===== src/rtl/sram_arb_pkg.sv =====
// Shared defaults and FSM state type for the two-port SRAM arbiter.
package sram_arb_pkg;

  localparam int DEF_ADDR_W = 7;
  localparam int DEF_DATA_W = 16;
  localparam int DEF_DEPTH  = 128;

  typedef enum logic {
    CLEAR = 1'b0,
    RUN   = 1'b1
  } state_t;

endpackage


===== src/rtl/sram_arb_rr.sv =====
// Two-way grant logic. SRAM_ARB_RR_EN selects round-robin (with pointer);
// otherwise requester 0 has fixed priority and no pointer exists.
module sram_arb_rr (
`ifdef SRAM_ARB_RR_EN
  input  logic clk,
  input  logic rst,
`endif
  input  logic i_en,
  input  logic i_req0,
  input  logic i_req1,
  output logic o_gnt0,
  output logic o_gnt1
);

`ifdef SRAM_ARB_RR_EN
  // r_ptr = 1 means requester 1 wins the next conflict
  logic r_ptr;

  always_ff @(posedge clk or posedge rst) begin
    if (rst) begin
      r_ptr <= 1'b0;
    end else if (o_gnt0 | o_gnt1) begin
      r_ptr <= o_gnt0;
    end
  end

  assign o_gnt0 = i_en & i_req0 & (~i_req1 | ~r_ptr);
  assign o_gnt1 = i_en & i_req1 & (~i_req0 |  r_ptr);
`else
  assign o_gnt0 = i_en & i_req0;
  assign o_gnt1 = i_en & i_req1 & ~i_req0;
`endif

endmodule


===== src/rtl/sram_port_arb.sv =====
// Two-requester arbiter in front of a single-port synchronous SRAM macro;
// zero-fills the macro after reset. Optional macro: SRAM_ARB_RR_EN.
module sram_port_arb
  import sram_arb_pkg::*;
#(
  parameter int ADDR_W = DEF_ADDR_W,
  parameter int DATA_W = DEF_DATA_W,
  parameter int DEPTH  = DEF_DEPTH
) (
  input  logic              clk,
  input  logic              rst,
  input  logic              r0_valid,
  output logic              r0_ready,
  input  logic              r0_we,
  input  logic [ADDR_W-1:0] r0_addr,
  input  logic [DATA_W-1:0] r0_wdata,
  input  logic              r1_valid,
  output logic              r1_ready,
  input  logic              r1_we,
  input  logic [ADDR_W-1:0] r1_addr,
  input  logic [DATA_W-1:0] r1_wdata,
  output logic              rsp_valid,
  output logic              rsp_id,
  output logic [DATA_W-1:0] rsp_data,
  output logic              busy,
  output logic [ADDR_W-1:0] mem_a,
  output logic [DATA_W-1:0] mem_i,
  output logic              mem_csb,
  output logic              mem_web,
  output logic              mem_oeb,
  input  logic [DATA_W-1:0] mem_o
);

  state_t              r_state;
  state_t              w_state_next;
  logic [ADDR_W-1:0]   r_clr_cnt;
  logic                w_run;
  logic                w_gnt0;
  logic                w_gnt1;
  logic                w_acc;
  logic                w_sel_we;
  logic [ADDR_W-1:0]   w_sel_addr;
  logic [DATA_W-1:0]   w_sel_wdata;
  logic [ADDR_W-1:0]   r_mem_a;
  logic [DATA_W-1:0]   r_mem_i;
  logic                r_mem_csb;
  logic                r_mem_web;
  logic                r_p1_vld;
  logic                r_p1_id;
  logic                r_p2_vld;
  logic                r_p2_id;
  logic                r_rsp_valid;
  logic                r_rsp_id;
  logic [DATA_W-1:0]   r_rsp_data;

  always_ff @(posedge clk or posedge rst) begin
    if (rst) begin
      r_state <= CLEAR;
    end else begin
      r_state <= w_state_next;
    end
  end

  always_comb begin
    w_state_next = r_state;
    case (r_state)
      CLEAR:   if (r_clr_cnt == ADDR_W'(DEPTH - 1)) w_state_next = RUN;
      RUN:     w_state_next = RUN;
      default: w_state_next = CLEAR;
    endcase
  end

  assign w_run   = (r_state == RUN);
  assign busy    = ~w_run;
  assign mem_oeb = ~w_run;

  sram_arb_rr u_arb (
`ifdef SRAM_ARB_RR_EN
    .clk    (clk),
    .rst    (rst),
`endif
    .i_en   (w_run),
    .i_req0 (r0_valid),
    .i_req1 (r1_valid),
    .o_gnt0 (w_gnt0),
    .o_gnt1 (w_gnt1)
  );

  assign r0_ready    = w_gnt0;
  assign r1_ready    = w_gnt1;
  assign w_acc       = w_gnt0 | w_gnt1;
  assign w_sel_we    = w_gnt1 ? r1_we    : r0_we;
  assign w_sel_addr  = w_gnt1 ? r1_addr  : r0_addr;
  assign w_sel_wdata = w_gnt1 ? r1_wdata : r0_wdata;

  // Clear writes are issued one cycle behind the counter through the same
  // macro registers used for requests.
  always_ff @(posedge clk or posedge rst) begin
    if (rst) begin
      r_clr_cnt <= '0;
      r_mem_a   <= '0;
      r_mem_i   <= '0;
      r_mem_csb <= 1'b1;
      r_mem_web <= 1'b1;
    end else if (!w_run) begin
      r_clr_cnt <= r_clr_cnt + ADDR_W'(1);
      r_mem_a   <= r_clr_cnt;
      r_mem_i   <= '0;
      r_mem_csb <= 1'b0;
      r_mem_web <= 1'b0;
    end else if (w_acc) begin
      r_mem_a   <= w_sel_addr;
      r_mem_i   <= w_sel_wdata;
      r_mem_csb <= 1'b0;
      r_mem_web <= ~w_sel_we;
    end else begin
      r_mem_csb <= 1'b1;
      r_mem_web <= 1'b1;
    end
  end

  assign mem_a   = r_mem_a;
  assign mem_i   = r_mem_i;
  assign mem_csb = r_mem_csb;
  assign mem_web = r_mem_web;

  // Read tag pipeline: macro inputs, macro output, response register.
  always_ff @(posedge clk or posedge rst) begin
    if (rst) begin
      r_p1_vld    <= 1'b0;
      r_p1_id     <= 1'b0;
      r_p2_vld    <= 1'b0;
      r_p2_id     <= 1'b0;
      r_rsp_valid <= 1'b0;
      r_rsp_id    <= 1'b0;
      r_rsp_data  <= '0;
    end else begin
      r_p1_vld    <= w_acc & ~w_sel_we;
      r_p1_id     <= w_gnt1;
      r_p2_vld    <= r_p1_vld;
      r_p2_id     <= r_p1_id;
      r_rsp_valid <= r_p2_vld;
      if (r_p2_vld) begin
        r_rsp_id   <= r_p2_id;
        r_rsp_data <= mem_o;
      end
    end
  end

  assign rsp_valid = r_rsp_valid;
  assign rsp_id    = r_rsp_id;
  assign rsp_data  = r_rsp_data;

endmodule


===== config.mk =====
export PLATFORM = sky130hd
export DESIGN_NAME = sram_port_arb
export DESIGN_NICKNAME = d
export VERILOG_FILES = /design/src/rtl/sram_arb_pkg.sv /design/src/rtl/sram_arb_rr.sv /design/src/rtl/sram_port_arb.sv
export SDC_FILE = /design/constraint.sdc
export NUM_CORES = 1
export LEC_CHECK = 0
export ABC_AREA = 1
export BUFFER_PORTS_ARGS = -buffer_cell sky130_fd_sc_hd__buf_2
export CAP_MARGIN = 25
export CORE_AREA = 2 2 77 79
export DETAILED_ROUTE_END_ITERATION = 8
export DIE_AREA = 0 0 79 81
export PLACE_DENSITY = 0.76
export RECOVER_POWER = 100
export SYNTH_ARGS = -nofsm -noshare
export SYNTH_HDL_FRONTEND = slang
export SYNTH_HIERARCHICAL = 1
export SYNTH_SLANG_ARGS = --single-unit

===== constraint.sdc =====
create_clock -name clk -period 2 [get_ports clk]
set_input_delay 0.4 -clock clk [delete_from_list [all_inputs] [get_ports clk]]
set_output_delay 0.4 -clock clk [all_outputs]
set_load 0.02 [all_outputs]

# ---- Word-level counts from Yosys, hierarchy flattened
# Index checks and enable logic that the tools add are counted.
dict set report totals {
  ff_bits 55
}
dict set report classes {
  n_addsub 1
  n_eq_ne 2
  n_mux 13
  bitwise_logic 8
}
# operator n
set op_table {}
lappend op_table {{16-bit 2-to-1 mux} 3}
lappend op_table {{7-bit 2-to-1 mux} 3}
lappend op_table {{7-bit by 1-bit adder with 7-bit output (second input constant)} 1}
lappend op_table {{7-bit == test (second input constant)} 1}
lappend op_table {{1-bit 2-to-1 mux} 6}
lappend op_table {{1-bit AND} 4}
lappend op_table {{1-bit inverter} 3}
lappend op_table {{2-bit by 1-bit inequality test with 1-bit output (second input constant)} 1}
lappend op_table {{1-bit case mux with 2 select lines} 1}
lappend op_table {{1-bit bitwise OR} 1}

# ---- Depth between registers and ports, before layout
# Gate-level depths: netlist of run 1.
dict set report logic_depth {
  depth_word 6
  mapped_depth 9
  ltp_nobuf 7
}

# ---- By module
# The synthesis of run 1 kept the hierarchy.
# module n_inst cells_per_inst area_per_inst_um2 seq_area_each_um2
set modules_own_cells {}
lappend modules_own_cells {sram_port_arb 1 271 2429.8 1378.8}
lappend modules_own_cells {sram_arb_rr 1 4 17.5 0.0}

# ---- Worst setup path after synthesis of run 1
# Ideal clock, no wire load.
dict set report synth_timing {
  path_type {reg-to-reg}
  from {reg r_state}
  to {reg r_mem_a[0] (netlist: mem_a[0])}
  setup_ns 0.124
  arrival_ns 1.409
  required_ns 1.876
  slack_ns 0.467
  path_stages_with_launch 10
  synth_period_minus_slack_ns 1.533
  cell_sequence {dfrtp_1 nand2_1 nor2_2 buf_6 nor2_8 nand2_1 clkinv_2 buf_6 nand2_1 nand3_1}
}
dict set report synth_via {
  elab_chain_cells 5
  word_cells_on_any_way 8
  classes_between {1 x eq/ne; 3 x mux; 4 x bitwise}
}
# item line
set synth_rtl {}
lappend synth_rtl {{start: declaration} sram_port_arb.sv:34} ;# state_t r_state;
lappend synth_rtl {{start signal: assignment} sram_port_arb.sv:60} ;# r_state <= w_state_next;
lappend synth_rtl {{1-bit AND * (2 in a row)} sram_arb_rr.sv:31} ;# assign o_gnt1 = i_en & i_req1 & ~i_req0;
lappend synth_rtl {{net r1_ready} sram_port_arb.sv:18} ;# output logic r1_ready,
lappend synth_rtl {{7-bit 2-to-1 mux} sram_port_arb.sv:93} ;# assign w_sel_addr = w_gnt1 ? r1_addr : r0_addr;
lappend synth_rtl {{7-bit 2-to-1 mux} sram_port_arb.sv:111} ;# end else if (w_acc) begin
lappend synth_rtl {{7-bit 2-to-1 mux} sram_port_arb.sv:105} ;# end else if (!w_run) begin
lappend synth_rtl {{end signal: assignment} sram_port_arb.sv:107} ;# r_mem_a <= r_clr_cnt;
lappend synth_rtl {{end signal: assignment} sram_port_arb.sv:112} ;# r_mem_a <= w_sel_addr;
lappend synth_rtl {{end: declaration} sram_port_arb.sv:44} ;# logic [ADDR_W-1:0] r_mem_a;
# The timed path passes the listed nets; every way through them passes the cells marked *. The select of a mux whose other input is x is not followed.
# A chain may end at the register's enable or synchronous reset.

# ---- Worst setup path after layout of run 1
dict set report layout_timing {
  from {reg r_state}
  to {out busy}
}
dict set report layout_via {
  elab_chain_cells 1
}
# item line
set layout_rtl {}
lappend layout_rtl {{1-bit inverter} n/a}
lappend layout_rtl {{end: declaration} sram_port_arb.sv:25} ;# output logic busy,
# Every way passes these cells.

==> results of run 1 <==
-- final timing paths --
kind                            slack [ps]               from  cells after the start                  endpoint
worst max register to register         300  r_state$_DFF_PP0_                      6      mem_a[4]$_DFFE_PP0N_
max in group asynchronous              720                rst                      3     mem_i[11]$_DFFE_PP0N_
worst max-delay path                   140  r_state$_DFF_PP0_                      2                      busy
min in group asynchronous              520                rst                      3  rsp_data[15]$_DFFE_PP0P_
worst min register to register         360  r_p1_id$_DFF_PP0_                      0         r_p2_id$_DFF_PP0_
worst min-delay path                   310           r0_valid                      2         r_p1_id$_DFF_PP0_
-- routing by layer --
layer / share of wire (%) / wire, µm
met4: 1.1 / 65
met1: 42 / 2382
met2: 50 / 2818
met5: 0 / 0
met3: 6.9 / 390
-- metrics by stage --
| stage | worst slack (ps) | area (µm²) |
|---|---|---|
| finish | 142.4 | 3057 |
| global route | 48.41 | 3057 |
| CTS | 108.9 | 3144 |
| detailed placement | 238.3 | 3055 |
| global placement | 316.6 | 3055 |
| floorplan | 260.4 | 2447 |
-- layout by cell type (no fill, tap or decap), types with 5 or more instances in the layout --
cell | netlist | final
nand2_1 | 157 | 157
nand3_1 | 10 | 10
clkbuf_1 | 0 | 44
mux2_2 | 17 | 17
nor2_1 | 4 | 5
dfrtp_1 | 53 | 53
clkbuf_8 | 0 | 5
inv_1 | 6 | 7
buf_2 | 7 | 68
-- registers in the layout, indices dropped and copies added (netlist names), 7 cells and up --
| signal | cells |
|---|---|
| rsp_data | 16 |
| mem_i | 16 |
| r_clr_cnt | 7 |
| mem_a | 7 |
-- area by class of cell --
class,count,area (µm²),area share (%)
repair buffers,117,535.5,17.52
clock inverters,3,20.02,0.6549
well taps,75,93.84,3.070
inverters,9,33.78,1.105
flip-flops and latches,55,1379,45.11
clock buffers,5,68.82,2.251
multi-input cells,198,925.9,30.29
-- kinds of logic after synthesis --
| logic type | after synthesis | share of synthesized area [%] |
|---|---|---|
| AND/OR/NAND/NOR | 175 | 28.53 |
| flip-flops | 55 | 56.34 |
| XOR/XNOR | 4 | 1.432 |
| adder cells (fa/ha/maj) | 1 | 0.5112 |
| multiplexers | 17 | 7.822 |
| buffers and inverters | 22 | 5.163 |
| AO/OA/AOI/OAI | 1 | 0.2043 |
-- where the power goes --
part	internal, mW	leakage, nW	switching, mW
registers	1.11	0.737	0
logic	0.0553	0.946	0.0517
clock network	0.244	0.0402	0.349
==> impl_metrics.xml, run 1 <==
<?xml version="1.0" encoding="UTF-8"?>
<metrics>
  <group name="clocking">
    <metric name="post-cts-setup-buffers" unit="">0</metric>
    <metric name="cts_root_buf" unit="">clkbuf_8</metric>
    <metric name="clock_tree.htree_level_count" unit="">2</metric>
    <metric name="cts_hold_buffers_added" unit="">0</metric>
    <metric name="clock_insertion_delay_worst_skew" unit="ps">300</metric>
    <metric name="cts.path.max_buffers" unit="">2</metric>
    <metric name="tritoncts_clock_tree" unit="">built</metric>
    <metric name="cts-buffers-inserted" unit="">5</metric>
    <metric name="clock_sinks" unit="">55</metric>
    <metric name="cts.clk_slew.worst_paths" unit="ps">90</metric>
    <metric name="post_cts_resize_count" unit="">0</metric>
  </group>
  <group name="sta">
    <metric name="period_needed" unit="ps">1858</metric>
    <metric name="fin_worst_hold_slack" unit="ps">311.9</metric>
    <metric name="final_hold_viol_count" unit="">0</metric>
    <metric name="timing.setup.tns" unit="ps">0</metric>
    <metric name="fin_worst_skew" unit="ps">2.431</metric>
    <metric name="min_period_over_period" unit="%">92.88</metric>
    <metric name="worst-slew-pin-transition" unit="ps">1275</metric>
    <metric name="report.final.setup_viol" unit="">0</metric>
    <metric name="grt_setup_unrepaired" unit="">false</metric>
    <metric name="fmax" unit="MHz">538.3</metric>
    <metric name="timing_max_transition_violations_final" unit="">0</metric>
    <metric name="timing.max_slew.rel_slack" unit="%">15.01</metric>
  </group>
  <group name="yosys">
    <metric name="synth_sequential_area_ratio" unit="%">56.34</metric>
    <metric name="postSynthRegisterBits" unit="">55</metric>
    <metric name="syn_nets" unit="">344</metric>
    <metric name="synth_area" unit="µm²">2447</metric>
    <metric name="synth.top_cells.by_area" unit="">dfrtp_1 54%, nand2_1 24%, mux2_2 7.8%, dfstp_2 2.1%, nand3_1 2.0%</metric>
    <metric name="synthesis.area_per_instance" unit="µm²">8.899</metric>
    <metric name="post-synth-top-count-cell" unit="">nand2_1</metric>
    <metric name="synth_top_area_share" unit="%">54.19</metric>
    <metric name="dominantRegCellSynth" unit="">dfrtp_1</metric>
    <metric name="synth_common_cells" unit="">157 x nand2_1, 53 x dfrtp_1, 17 x mux2_2, 10 x nand3_1, 7 x buf_2</metric>
    <metric name="number_of_enable_type_register_cells_in_the_synthesized_netlist" unit="">0</metric>
    <metric name="synth_warnings" unit="">6</metric>
    <metric name="syn_inst" unit="">275</metric>
    <metric name="synthDominantAreaCellType" unit="">dfrtp_1</metric>
    <metric name="yosys.cell_types.count" unit="">20</metric>
    <metric name="async_flop_share" unit="%">100.0</metric>
  </group>
  <group name="run_status">
    <metric name="run_status" unit="">completed</metric>
  </group>
  <group name="critical_path">
    <metric name="timing.setup.critical_path_class" unit="">flop to output pin</metric>
    <metric name="worstPathArrival" unit="ps">1460</metric>
    <metric name="crit_path_start_kind" unit="">flop</metric>
    <metric name="crit_slowest_cell" unit="">dfrtp_1</metric>
    <metric name="critPathTopFamily" unit="">buffers and inverters</metric>
    <metric name="wp_buf_inv" unit="">2</metric>
    <metric name="crit_path_end_kind" unit="">output pin</metric>
    <metric name="critical_path.max_fanout" unit="">16</metric>
    <metric name="peak_per_stage_delay_on_the_critical_path" unit="ps">460</metric>
    <metric name="cp.required" unit="ps">1600</metric>
    <metric name="crit_chain" unit="">inv_1, clkbuf_2</metric>
  </group>
  <group name="pwr">
    <metric name="vdd_drop_max" unit="µV">292.2</metric>
    <metric name="leakagePower" unit="nW">1.723</metric>
    <metric name="post-layout-total-power" unit="mW">1.811</metric>
    <metric name="power_density" unit="nW/µm²">592.5</metric>
  </group>
  <group name="route">
    <metric name="wire_per_inst" unit="µm">12.24</metric>
    <metric name="detailedRoute.firstPassIterationCount" unit="">4</metric>
    <metric name="antenna_violating_nets_post_route" unit="">0</metric>
    <metric name="drc" unit="">0</metric>
    <metric name="vias_per_cell" unit="">4.636</metric>
    <metric name="postRouteWirelength" unit="µm">5656</metric>
    <metric name="dr_vias" unit="">2142</metric>
    <metric name="dr.first_iter.drc_count" unit="">81</metric>
  </group>
  <group name="final_layout">
    <metric name="antennaDiodeCount" unit="">0</metric>
    <metric name="finalNonFillerCells" unit="">462</metric>
    <metric name="area_growth_syn_to_layout" unit="%">24.90</metric>
    <metric name="nets" unit="">455</metric>
    <metric name="post_route_cells_drive_above_1_share" unit="%">26.87</metric>
    <metric name="utilization" unit="%">53.86</metric>
    <metric name="layout.filler_cells" unit="">575</metric>
  </group>
  <group name="global_routing">
    <metric name="grt_pass1_vias" unit="">1985</metric>
    <metric name="largest_net_degree_at_the_start_of_global_routing" unit="">56</metric>
    <metric name="grt_antenna_before_repair" unit="">0</metric>
    <metric name="grtUsageTotal" unit="%">17.73</metric>
    <metric name="grt_pass1_wl" unit="µm">8776</metric>
    <metric name="grt.met3_usage" unit="%">3.222</metric>
    <metric name="most_crowded_layer_gr" unit="">met2</metric>
    <metric name="global_route.overflow_total" unit="">0</metric>
    <metric name="globalRouteMet2Util" unit="%">32.37</metric>
    <metric name="grt_use_met1" unit="%">21.28</metric>
  </group>
  <group name="placed_design">
    <metric name="place.port_buffers" unit="">114</metric>
    <metric name="numPlacedInstances" unit="">454</metric>
    <metric name="final_weighted_congestion_in_routability_driven_placement" unit="">0.7449</metric>
    <metric name="place_hpwl" unit="µm">4180</metric>
  </group>
  <group name="worst_hold_path">
    <metric name="holdCritPathClass" unit="">input pin to flop</metric>
  </group>
  <group name="floorplan">
    <metric name="die-width" unit="µm">79</metric>
    <metric name="num_rows" unit="">28</metric>
    <metric name="design.core.area" unit="µm²">5675</metric>
    <metric name="die_y" unit="µm">81</metric>
    <metric name="floorplan.io_pins" unit="">115</metric>
    <metric name="die-area" unit="µm²">6399</metric>
    <metric name="initial_utilization" unit="%">43.12</metric>
  </group>
  <group name="job">
    <metric name="maxCapViolations" unit="">0</metric>
  </group>
</metrics>
No activity file was read; power rests on OpenSTA's default activity.
==> inputs of run 2 (changes only) <==
--- a/config.mk
+++ b/config.mk
@@ -8,10 +8,10 @@
 export ABC_AREA = 1
 export BUFFER_PORTS_ARGS = -buffer_cell sky130_fd_sc_hd__buf_2
 export CAP_MARGIN = 25
-export CORE_AREA = 2 2 77 79
+export CORE_AREA = 2 2 79 81
 export DETAILED_ROUTE_END_ITERATION = 8
-export DIE_AREA = 0 0 79 81
-export PLACE_DENSITY = 0.76
+export DIE_AREA = 0 0 81 83
+export PLACE_DENSITY = 0.73
 export RECOVER_POWER = 100
 export SYNTH_ARGS = -nofsm -noshare
 export SYNTH_HDL_FRONTEND = slang
==> constraint.sdc (replaced) <==
create_clock -name clk -period 2.1 [get_ports clk]
set_input_delay 0.42 -clock clk [delete_from_list [all_inputs] [get_ports clk]]
set_output_delay 0.42 -clock clk [all_outputs]
set_load 0.02 [all_outputs]
==> impl_metrics.xml, run 2 (synthesized netlist as in run 1, its figures left out) <==
<?xml version="1.0" encoding="UTF-8"?>
<metrics>
  <group name="sta">
    <metric name="fmax" unit="MHz">533.8</metric>
    <metric name="period_needed" unit="ps">1873</metric>
    <metric name="finalWorstSetupSlack" unit="ps">226.5</metric>
    <metric name="timing.setup.tns" unit="ps">0</metric>
    <metric name="min_period_over_period" unit="%">89.21</metric>
    <metric name="worst-slew-pin-transition" unit="ps">796.1</metric>
    <metric name="grt_setup_unrepaired" unit="">false</metric>
    <metric name="fin_worst_skew" unit="ps">5.199</metric>
    <metric name="timing.max_slew.rel_slack" unit="%">46.87</metric>
    <metric name="final_hold_viol_count" unit="">0</metric>
    <metric name="report.final.setup_viol" unit="">0</metric>
    <metric name="timing_max_transition_violations_final" unit="">0</metric>
  </group>
  <group name="final_layout">
    <metric name="layout_commonest_cell" unit="">nand2_1</metric>
    <metric name="area_growth_syn_to_layout" unit="%">24.80</metric>
    <metric name="area_of_the_multi_input_gates" unit="µm²">925.9</metric>
    <metric name="antennaDiodeCount" unit="">0</metric>
    <metric name="layout.filler_cells" unit="">596</metric>
    <metric name="post_route_cells_drive_above_1_share" unit="%">25.58</metric>
    <metric name="nets" unit="">455</metric>
    <metric name="finalNonFillerCells" unit="">462</metric>
    <metric name="utilization" unit="%">52.52</metric>
    <metric name="area.sequential" unit="µm²">1379</metric>
    <metric name="most-common-layout-cells" unit="">157 x nand2_1, 67 x buf_2, 53 x dfrtp_1, 48 x clkbuf_1, 17 x mux2_2</metric>
  </group>
  <group name="route">
    <metric name="antenna_violating_nets_post_route" unit="">0</metric>
    <metric name="detailedRoute.firstPassIterationCount" unit="">4</metric>
    <metric name="postRouteWirelength" unit="µm">5676</metric>
    <metric name="wire_per_inst" unit="µm">12.29</metric>
    <metric name="drc" unit="">0</metric>
    <metric name="vias_per_cell" unit="">4.619</metric>
    <metric name="dr.first_iter.drc_count" unit="">68</metric>
    <metric name="dr_vias" unit="">2134</metric>
  </group>
  <group name="critical_path">
    <metric name="r2r_slack" unit="ps">400</metric>
    <metric name="cp.required" unit="ps">1680</metric>
    <metric name="critPathTopFamily" unit="">buffers and inverters</metric>
    <metric name="peak_per_stage_delay_on_the_critical_path" unit="ps">450</metric>
    <metric name="crit_chain" unit="">inv_1, clkbuf_1</metric>
    <metric name="crit_path_end_kind" unit="">output pin</metric>
    <metric name="critical_path.max_fanout" unit="">16</metric>
    <metric name="worstPathArrival" unit="ps">1450</metric>
    <metric name="wp_buf_inv" unit="">2</metric>
    <metric name="crit_path_start_kind" unit="">flop</metric>
    <metric name="timing.setup.critical_path_class" unit="">flop to output pin</metric>
    <metric name="crit_slowest_cell" unit="">dfrtp_1</metric>
  </group>
  <group name="job">
    <metric name="maxCapViolations" unit="">0</metric>
  </group>
  <group name="global_routing">
    <metric name="grt_antenna_before_repair" unit="">0</metric>
    <metric name="grt_pass1_vias" unit="">1935</metric>
    <metric name="largest_net_degree_at_the_start_of_global_routing" unit="">30</metric>
    <metric name="grtUsageTotal" unit="%">16.74</metric>
    <metric name="grt_pass1_wl" unit="µm">8811</metric>
    <metric name="global_route.overflow_total" unit="">0</metric>
  </group>
  <group name="floorplan">
    <metric name="floorplan.io_pins" unit="">115</metric>
    <metric name="die_y" unit="µm">83</metric>
    <metric name="initial_utilization" unit="%">42.08</metric>
    <metric name="die-area" unit="µm²">6723</metric>
    <metric name="die-width" unit="µm">81</metric>
    <metric name="num_rows" unit="">28</metric>
    <metric name="design.core.area" unit="µm²">5816</metric>
  </group>
  <group name="clocking">
    <metric name="clock_sinks" unit="">55</metric>
    <metric name="clock_insertion_delay_worst_skew" unit="ps">300</metric>
    <metric name="cts_hold_buffers_added" unit="">0</metric>
    <metric name="post-cts-setup-buffers" unit="">0</metric>
    <metric name="cts-buffers-inserted" unit="">5</metric>
    <metric name="tritoncts_clock_tree" unit="">built</metric>
    <metric name="cts_root_buf" unit="">clkbuf_8</metric>
    <metric name="clock_tree.htree_level_count" unit="">2</metric>
    <metric name="cts.path.max_buffers" unit="">2</metric>
    <metric name="post_cts_resize_count" unit="">0</metric>
    <metric name="cts.clk_slew.worst_paths" unit="ps">100</metric>
  </group>
  <group name="placed_design">
    <metric name="detailedPlace.worstSlack" unit="ps">316.3</metric>
    <metric name="place_hpwl" unit="µm">4306</metric>
    <metric name="numPlacedInstances" unit="">454</metric>
    <metric name="final_weighted_congestion_in_routability_driven_placement" unit="">0.7551</metric>
    <metric name="place.port_buffers" unit="">114</metric>
  </group>
  <group name="run_status">
    <metric name="run_status" unit="">completed</metric>
  </group>
  <group name="worst_hold_path">
    <metric name="holdCritPathClass" unit="">input pin to asynchronous set/reset pin</metric>
  </group>
  <group name="pwr">
    <metric name="leakagePower" unit="nW">1.714</metric>
    <metric name="power_density" unit="nW/µm²">568.1</metric>
    <metric name="vdd_drop_max" unit="µV">317.2</metric>
  </group>
</metrics>
-- run 2: cell count changes in the layout (fill, tap and decap cells not counted), sizes merged --
cell	delta
clkinv	+1
clkinvlp	-1
buf	-2
clkbuf	+2
-- run 2: area by class of cell --
class | count | area share, %
timing repair buffer | 117 | 17.29
clock inverter | 3 | 0.8193
tap | 75 | 3.073
inverter | 9 | 1.106
multi-input combinational | 198 | 30.32
clock buffer | 5 | 2.253
sequential | 55 | 45.15
-- run 2: worst paths after layout --
kind / from / to / depth (start not counted)
min in group clk: r0_valid / r_p1_id$_DFF_PP0_ / 2
max: r_state$_DFF_PP0_ / busy / 2
min: rst / rsp_data[11]$_DFFE_PP0P_ / 2
min reg2reg: r_p1_vld$_DFF_PP0_ / r_p2_vld$_DFF_PP0_ / 0
max reg2reg: r_state$_DFF_PP0_ / mem_web$_DFF_PP1_ / 6
max in group asynchronous: rst / mem_i[8]$_DFFE_PP0N_ / 3
-- run 2: through the flow --
stage / instance area [µm²] / total power [mW] / hold WS, ps
4_1_cts: 3149 / 1.765 / 116.2
3_5_place_dp: 3055 / 1.188 / 334.7
3_3_place_gp: 3055 / 1.186 / 334.8
2_1_floorplan: 2447 / 1.113 / 331.2
5_1_grt: 3054 / 1.824 / 266.5
6_report: 3054 / 1.735 / 230.1
-- run 2: where the power goes --
group | switching, mW | internal [mW]
registers | 0 | 1.06
clock network | 0.336 | 0.239
logic | 0.0486 | 0.0529
total | 0.385 | 1.35
-- run 2: metal layers --
metal	GRT usage, %	up-vias	wire length [µm]
li1	-	1067	-
met1	21.41	979	2436
met2	28.93	86	2760
met3	3.696	2	463
met4	3.236	0	16
met5	0	-	0
